$ cat src/rtl/tlb_inv_walker.sv
// INVTLB walker: sweeps every TLB entry once per command and clears the E bit
// of each entry that matches the op-selected ASID/VPPN/G criteria.
module tlb_inv_walker #(
   parameter  int unsigned TLBNUM = 16,
   localparam int unsigned IW     = $clog2(TLBNUM)
) (
   input  logic          clk,
   input  logic          reset,
   input  logic          start,
   input  logic [4:0]    op,
   input  logic [9:0]    asid,
   input  logic [18:0]   vppn,
   output logic          busy,
   output logic          done,
   output logic          op_err,
   output logic [IW:0]   inv_cnt,
   output logic [IW-1:0] r_index,
   input  logic          r_e,
   input  logic          r_g,
   input  logic [18:0]   r_vppn,
   input  logic [5:0]    r_ps,
   input  logic [9:0]    r_asid,
   output logic          we,
   output logic [IW-1:0] w_index,
   output logic          w_e
);

   typedef enum logic [1:0] {
      IDLE = 2'd0,
      WALK = 2'd1,
      DONE = 2'd2
   } state_t;

   state_t        state;
   state_t        state_nx;

   logic [4:0]    op_q;
   logic [9:0]    asid_q;
   logic [18:0]   vppn_q;
   logic [IW-1:0] idx;
   logic [IW:0]   cnt;
   logic          err_q;

   logic          op_ok;
   logic          last;
   logic          vmatch;
   logic          amatch;
   logic          cond;
   logic          hit;
   logic          wr;

   // ---------------------------------------------------------------- state register
   always_ff @(posedge clk) begin
      if (reset) begin
         state <= IDLE;
      end else begin
         state <= state_nx;
      end
   end

   // ---------------------------------------------------------------- next state
   always_comb begin
      op_ok    = (op <= 5'd6);
      last     = (idx == IW'(TLBNUM - 1));
      state_nx = state;
      case (state)
         IDLE: begin
            if (start) begin
               state_nx = op_ok ? WALK : DONE;
            end
         end
         WALK: begin
            if (last) begin
               state_nx = DONE;
            end
         end
         DONE:    state_nx = IDLE;
         default: state_nx = IDLE;
      endcase
   end

   // ---------------------------------------------------------------- entry match
   always_comb begin
      if (r_ps == 6'd22) begin
         vmatch = (r_vppn[18:9] == vppn_q[18:9]);
      end else begin
         vmatch = (r_vppn == vppn_q);
      end
      amatch = (r_asid == asid_q);
      case (op_q)
         5'd0, 5'd1: cond = 1'b1;
         5'd2:       cond = r_g;
         5'd3:       cond = !r_g;
         5'd4:       cond = !r_g && amatch;
         5'd5:       cond = !r_g && amatch && vmatch;
         5'd6:       cond = (r_g || amatch) && vmatch;
         default:    cond = 1'b0;
      endcase
      hit = r_e && cond;
   end

   // ---------------------------------------------------------------- outputs
   // reset gates the write strobe in the same cycle so an aborted walk
   // clears nothing beyond the entries already visited
   always_comb begin
      wr      = (state == WALK) && hit && !reset;
      busy    = (state == WALK);
      done    = (state == DONE);
      we      = wr;
      r_index = (state == WALK) ? idx : '0;
      w_index = r_index;
      w_e     = 1'b0;
      op_err  = err_q;
      inv_cnt = cnt;
   end

   // ---------------------------------------------------------------- datapath
   always_ff @(posedge clk) begin
      if (reset) begin
         op_q   <= '0;
         asid_q <= '0;
         vppn_q <= '0;
         idx    <= '0;
         cnt    <= '0;
         err_q  <= 1'b0;
      end else begin
         case (state)
            IDLE: begin
               if (start) begin
                  op_q   <= op;
                  asid_q <= asid;
                  vppn_q <= vppn;
                  idx    <= '0;
                  cnt    <= '0;
                  err_q  <= !op_ok;
               end
            end
            WALK: begin
               idx <= idx + IW'(1);
               if (wr) begin
                  cnt <= cnt + (IW+1)'(1);
               end
            end
            default: begin
            end
         endcase
      end
   end

endmodule

$ cat config.mk
export PLATFORM = sky130hd
export DESIGN_NAME = tlb_inv_walker
export DESIGN_NICKNAME = d
export VERILOG_FILES = /design/src/rtl/tlb_inv_walker.sv
export SDC_FILE = /design/constraint.sdc
export NUM_CORES = 1
export LEC_CHECK = 0
export BUFFER_PORTS_ARGS = -buffer_cell sky130_fd_sc_hd__buf_2
export CELL_PAD_IN_SITES_DETAIL_PLACEMENT = 0
export CELL_PAD_IN_SITES_GLOBAL_PLACEMENT = 1
export CORE_ASPECT_RATIO = 0.9
export CORE_MARGIN = 2
export CORE_UTILIZATION = 34
export CTS_CLUSTER_DIAMETER = 50
export DETAILED_ROUTE_END_ITERATION = 7
export PLACE_DENSITY = 0.79
export REMOVE_ABC_BUFFERS = 1
export SYNTH_ARGS = -nofsm -noshare
export SYNTH_HDL_FRONTEND = slang
export SYNTH_SLANG_ARGS = --single-unit
$ cat constraint.sdc
create_clock -name clk -period 2.3 [get_ports clk]
set_input_delay 0.23 -clock clk [delete_from_list [all_inputs] [get_ports clk]]
set_output_delay 0.23 -clock clk [all_outputs]
set_load 0.02 [all_outputs]
==> flow_summary.toml <==
[synthesis]
synth_commonest_cells = "nand2_1, dfxtp_1, a21oi_1, xor2_1, clkbuf_1"
postSynthAreaPerCell_um2 = 7.94
synth.most_common_cell = "nand2_1"
synth-seq-cells = 46
ys_seq_area_share_pct = 39.3
synth-edff-count = 0
async_flop_share_pct = 0
synth_top_area_cell = "dfxtp_1"
synth.top_cell.area_share_pct = 39.3
ys_top_cells_by_area = "dfxtp_1, nand2_1, xor2_1"
yosysWarnings = 0
netlist_instances = 295
ys.flop_type = "dfxtp_1"
syn_area_um2 = 2340
yosysUniqueCellTypes = 45

[grt]
grt_pass1_vias = 2155
grt_antenna_before_repair = 0
grt_pass1_wl_mm = 9.51
grt_start_max_net_pins = 43
overflow = 0
gr-usage-all-layers_pct = 15.5

[floorplan]
ios = 92
placementRows = 28
die_area_um2 = 7570
initial_core_util_pct = 35.4
fp.dieH_um = 82.7
die_x_um = 91.5
core_area_um2 = 6620

[detailed_routing]
wirelength_met1_mm = 2.53
ant_nets = 0
drt_iter0_markers = 55
met2_length_mm = 2.78
wl_met3_um = 429
drt_wl_total_mm = 5.76
viasPerCell = 4.73
routed.top_layer = "met4"
drc = 0
wire_per_inst_um = 12.1
route.vias.total = 2253
drt_pass1_iterations = 4

[finish]
syn2layout_area_growth_pct = 29.7
drive_gt1_share_pct = 32.1
diodes = 0
seq_area_um2 = 923
final_core_util_pct = 45.8
multi_input_area_um2 = 1340
stdcell_count = 476
fin_area_um2 = 3040
fill_cells = 721
num-nets-final = 461

[placement]
place_hpwl_mm = 4.26
port_buffers = 90
post_dp_cell_area_um2 = 2880
gp_congestion = 0.726
placed_cells = 464

[worst_hold_path]
holdPathStages = 3
hold_end = "vppn_q[16]$_SDFFE_PP0P_"
worstHoldStart = "vppn[16]"
min_path_type = "input port to flip-flop"

[setup_path]
r2r-start = "op_q[4]$_SDFFE_PP0P_"
r2r.worst_path.cells = 7
crit_path_max_fanout = 4
start_kind = "flip-flop"
path_cells = "or3b_4 -> nor4_2 -> nand3_1 -> a211oi_4 -> o21ai_4 -> inv_1 -> buf_4"
crit_buf_inv = 2
critPathTopFamily = "simple AND/OR/NAND/NOR gates"
critPathArrivalTime_ps = 1950
r2r-end = "inv_cnt[1]$_SDFFE_PP0P_"
worstPathRequired_ps = 2070
reg2reg_slack_ps = 290
max_stage_delay_ps = 410
critical-path-slowest-cell = "or3b_4"
cp-end-kind = "output pin"
path_class = "flip-flop to output pin"

[clocking]
cts_sinks = 46
numCtsBuffers = 5
cts_tree = "done"
path_clk_slew_ps = 90
cts_hold_buf = 0
cts.path.max_buffers = 2
htree_levels = 2
cts_root_buffer = "clkbuf_8"
clk_latency_ps = 300

[timing]
rsz0062_at_grt = "no"
finalSetupViolCount = 0
hold_viol_final = 0
post-route-period-util_pct = 94.8
fmax_ghz = 0.459
period_minus_slack_ps = 2180
finalMaxSlewViolations = 0
clock_skew_ps = 9.08

[power]
max-vdd-ir-drop_uv = 307
power_density_nw_per_um2 = 557
p_leak_uw = 0.00141

[run]
cap_violations = 0

[status]
status = "completed"
timing repair:
| item | CTS | global route |
|---|---|---|
| pin swaps | 3 | 1 |
| gates resized for setup | 5 | 3 |
| buffers inserted | 4 | 0 |
| endpoints found under the setup margin | 1 | 1 |
final cells by class:
class	count	share of cell area, %
Multi-Input combinational cell	223	44.0
Clock inverter	1	0.165
Timing Repair Buffer	103	18.1
Inverter	6	0.742
Clock buffer	7	2.84
Sequential cell	46	30.4
Tap cell	90	3.71
power by group:
part | switching, uW | internal [uW] | leakage (uW)
clock network | 274 | 243 | 0.0000482
logic | 160 | 139 | 0.000984
registers | 32.6 | 841 | 0.000377
sequential cells by signal (all words and copies together), names as in the netlist:
| signal | flops |
|---|---|
| op_err | 1 |
| idx | 4 |
| op_q | 5 |
| inv_cnt | 5 |
| asid_q | 10 |
| vppn_q | 19 |
| state | 2 |
worst max-delay path by stage:
| stage | from | end | cells past startpoint |
|---|---|---|---|
| 6_report | op_q[4]$_SDFFE_PP0P_ | we | 7 |
| 5_1_grt | op_q[3]$_SDFFE_PP0P_ | we | 7 |
| 4_1_cts | vppn_q[16]$_SDFFE_PP0P_ | we | 7 |
| 3_5_place_dp | r_asid[0] | we | 8 |
| 3_3_place_gp | r_asid[0] | we | 8 |
| 2_1_floorplan | state[0]$_SDFFE_PP0P_ | inv_cnt[3]$_SDFFE_PP0P_ | 4 |
worst reg2reg max path: cells and delay by family, from the launching register on:
| kind | cells | cell delay, ps |
|---|---|---|
| AO/OA/AOI/OAI | 2 | 410 |
| buffers and inverters | 1 | 150 |
| flip-flops | 1 | 340 |
| multiplexers | 1 | 280 |
| AND/OR/NAND/NOR | 3 | 720 |
logic make-up (layout without fill, tap and decap cells):
logic type,count (synthesis),count (layout),share of synthesized area (%)
flops,46,46,39.3
mux,3,3,1.60
buf+inv,26,117,5.02
other cells,1,1,0.160
xor+xnor,31,31,11.6
compound gates,59,59,15.6
simple gates,127,127,25.6
fa+ha+maj,2,2,1.07
metal layers:
metal | global-route usage (%) | vias to the layer above
li1 | - | 1172
met1 | 18.3 | 1013
met2 | 28.8 | 63
met3 | 4.26 | 5
met4 | 2.73 | 0
met5 | 0 | -
placed cells by master (no fill, tap or decap), types with 4 or more instances in the layout:
cell	synthesis	final
nor4_1	7	4
buf_2	1	89
nand2_1	71	71
nand2b_1	5	5
inv_1	5	5
nor2_1	9	9
nor3_1	5	4
a21oi_1	37	37
nor4_2	1	4
and2_1	4	4
nand3_1	8	8
buf_4	5	14
clkbuf_8	0	6
xor2_1	29	29
dfxtp_1	46	44
through the flow:
| stage | hold WS, ps | TNS (ps) | power (uW) | setup WS, ps |
|---|---|---|---|---|
| 2_1_floorplan | 299 | -10920 | 1050 | -567 |
| 3_3_place_gp | 454 | 0 | 1180 | 306 |
| 3_5_place_dp | 462 | 0 | 1190 | 227 |
| 4_1_cts | 148 | 0 | 1720 | 56.4 |
| 5_1_grt | 153 | 0 | 1790 | 0.383 |
| 6_report | 157 | 0 | 1690 | 119 |
Note: power is estimated with default switching activity, not from simulation.
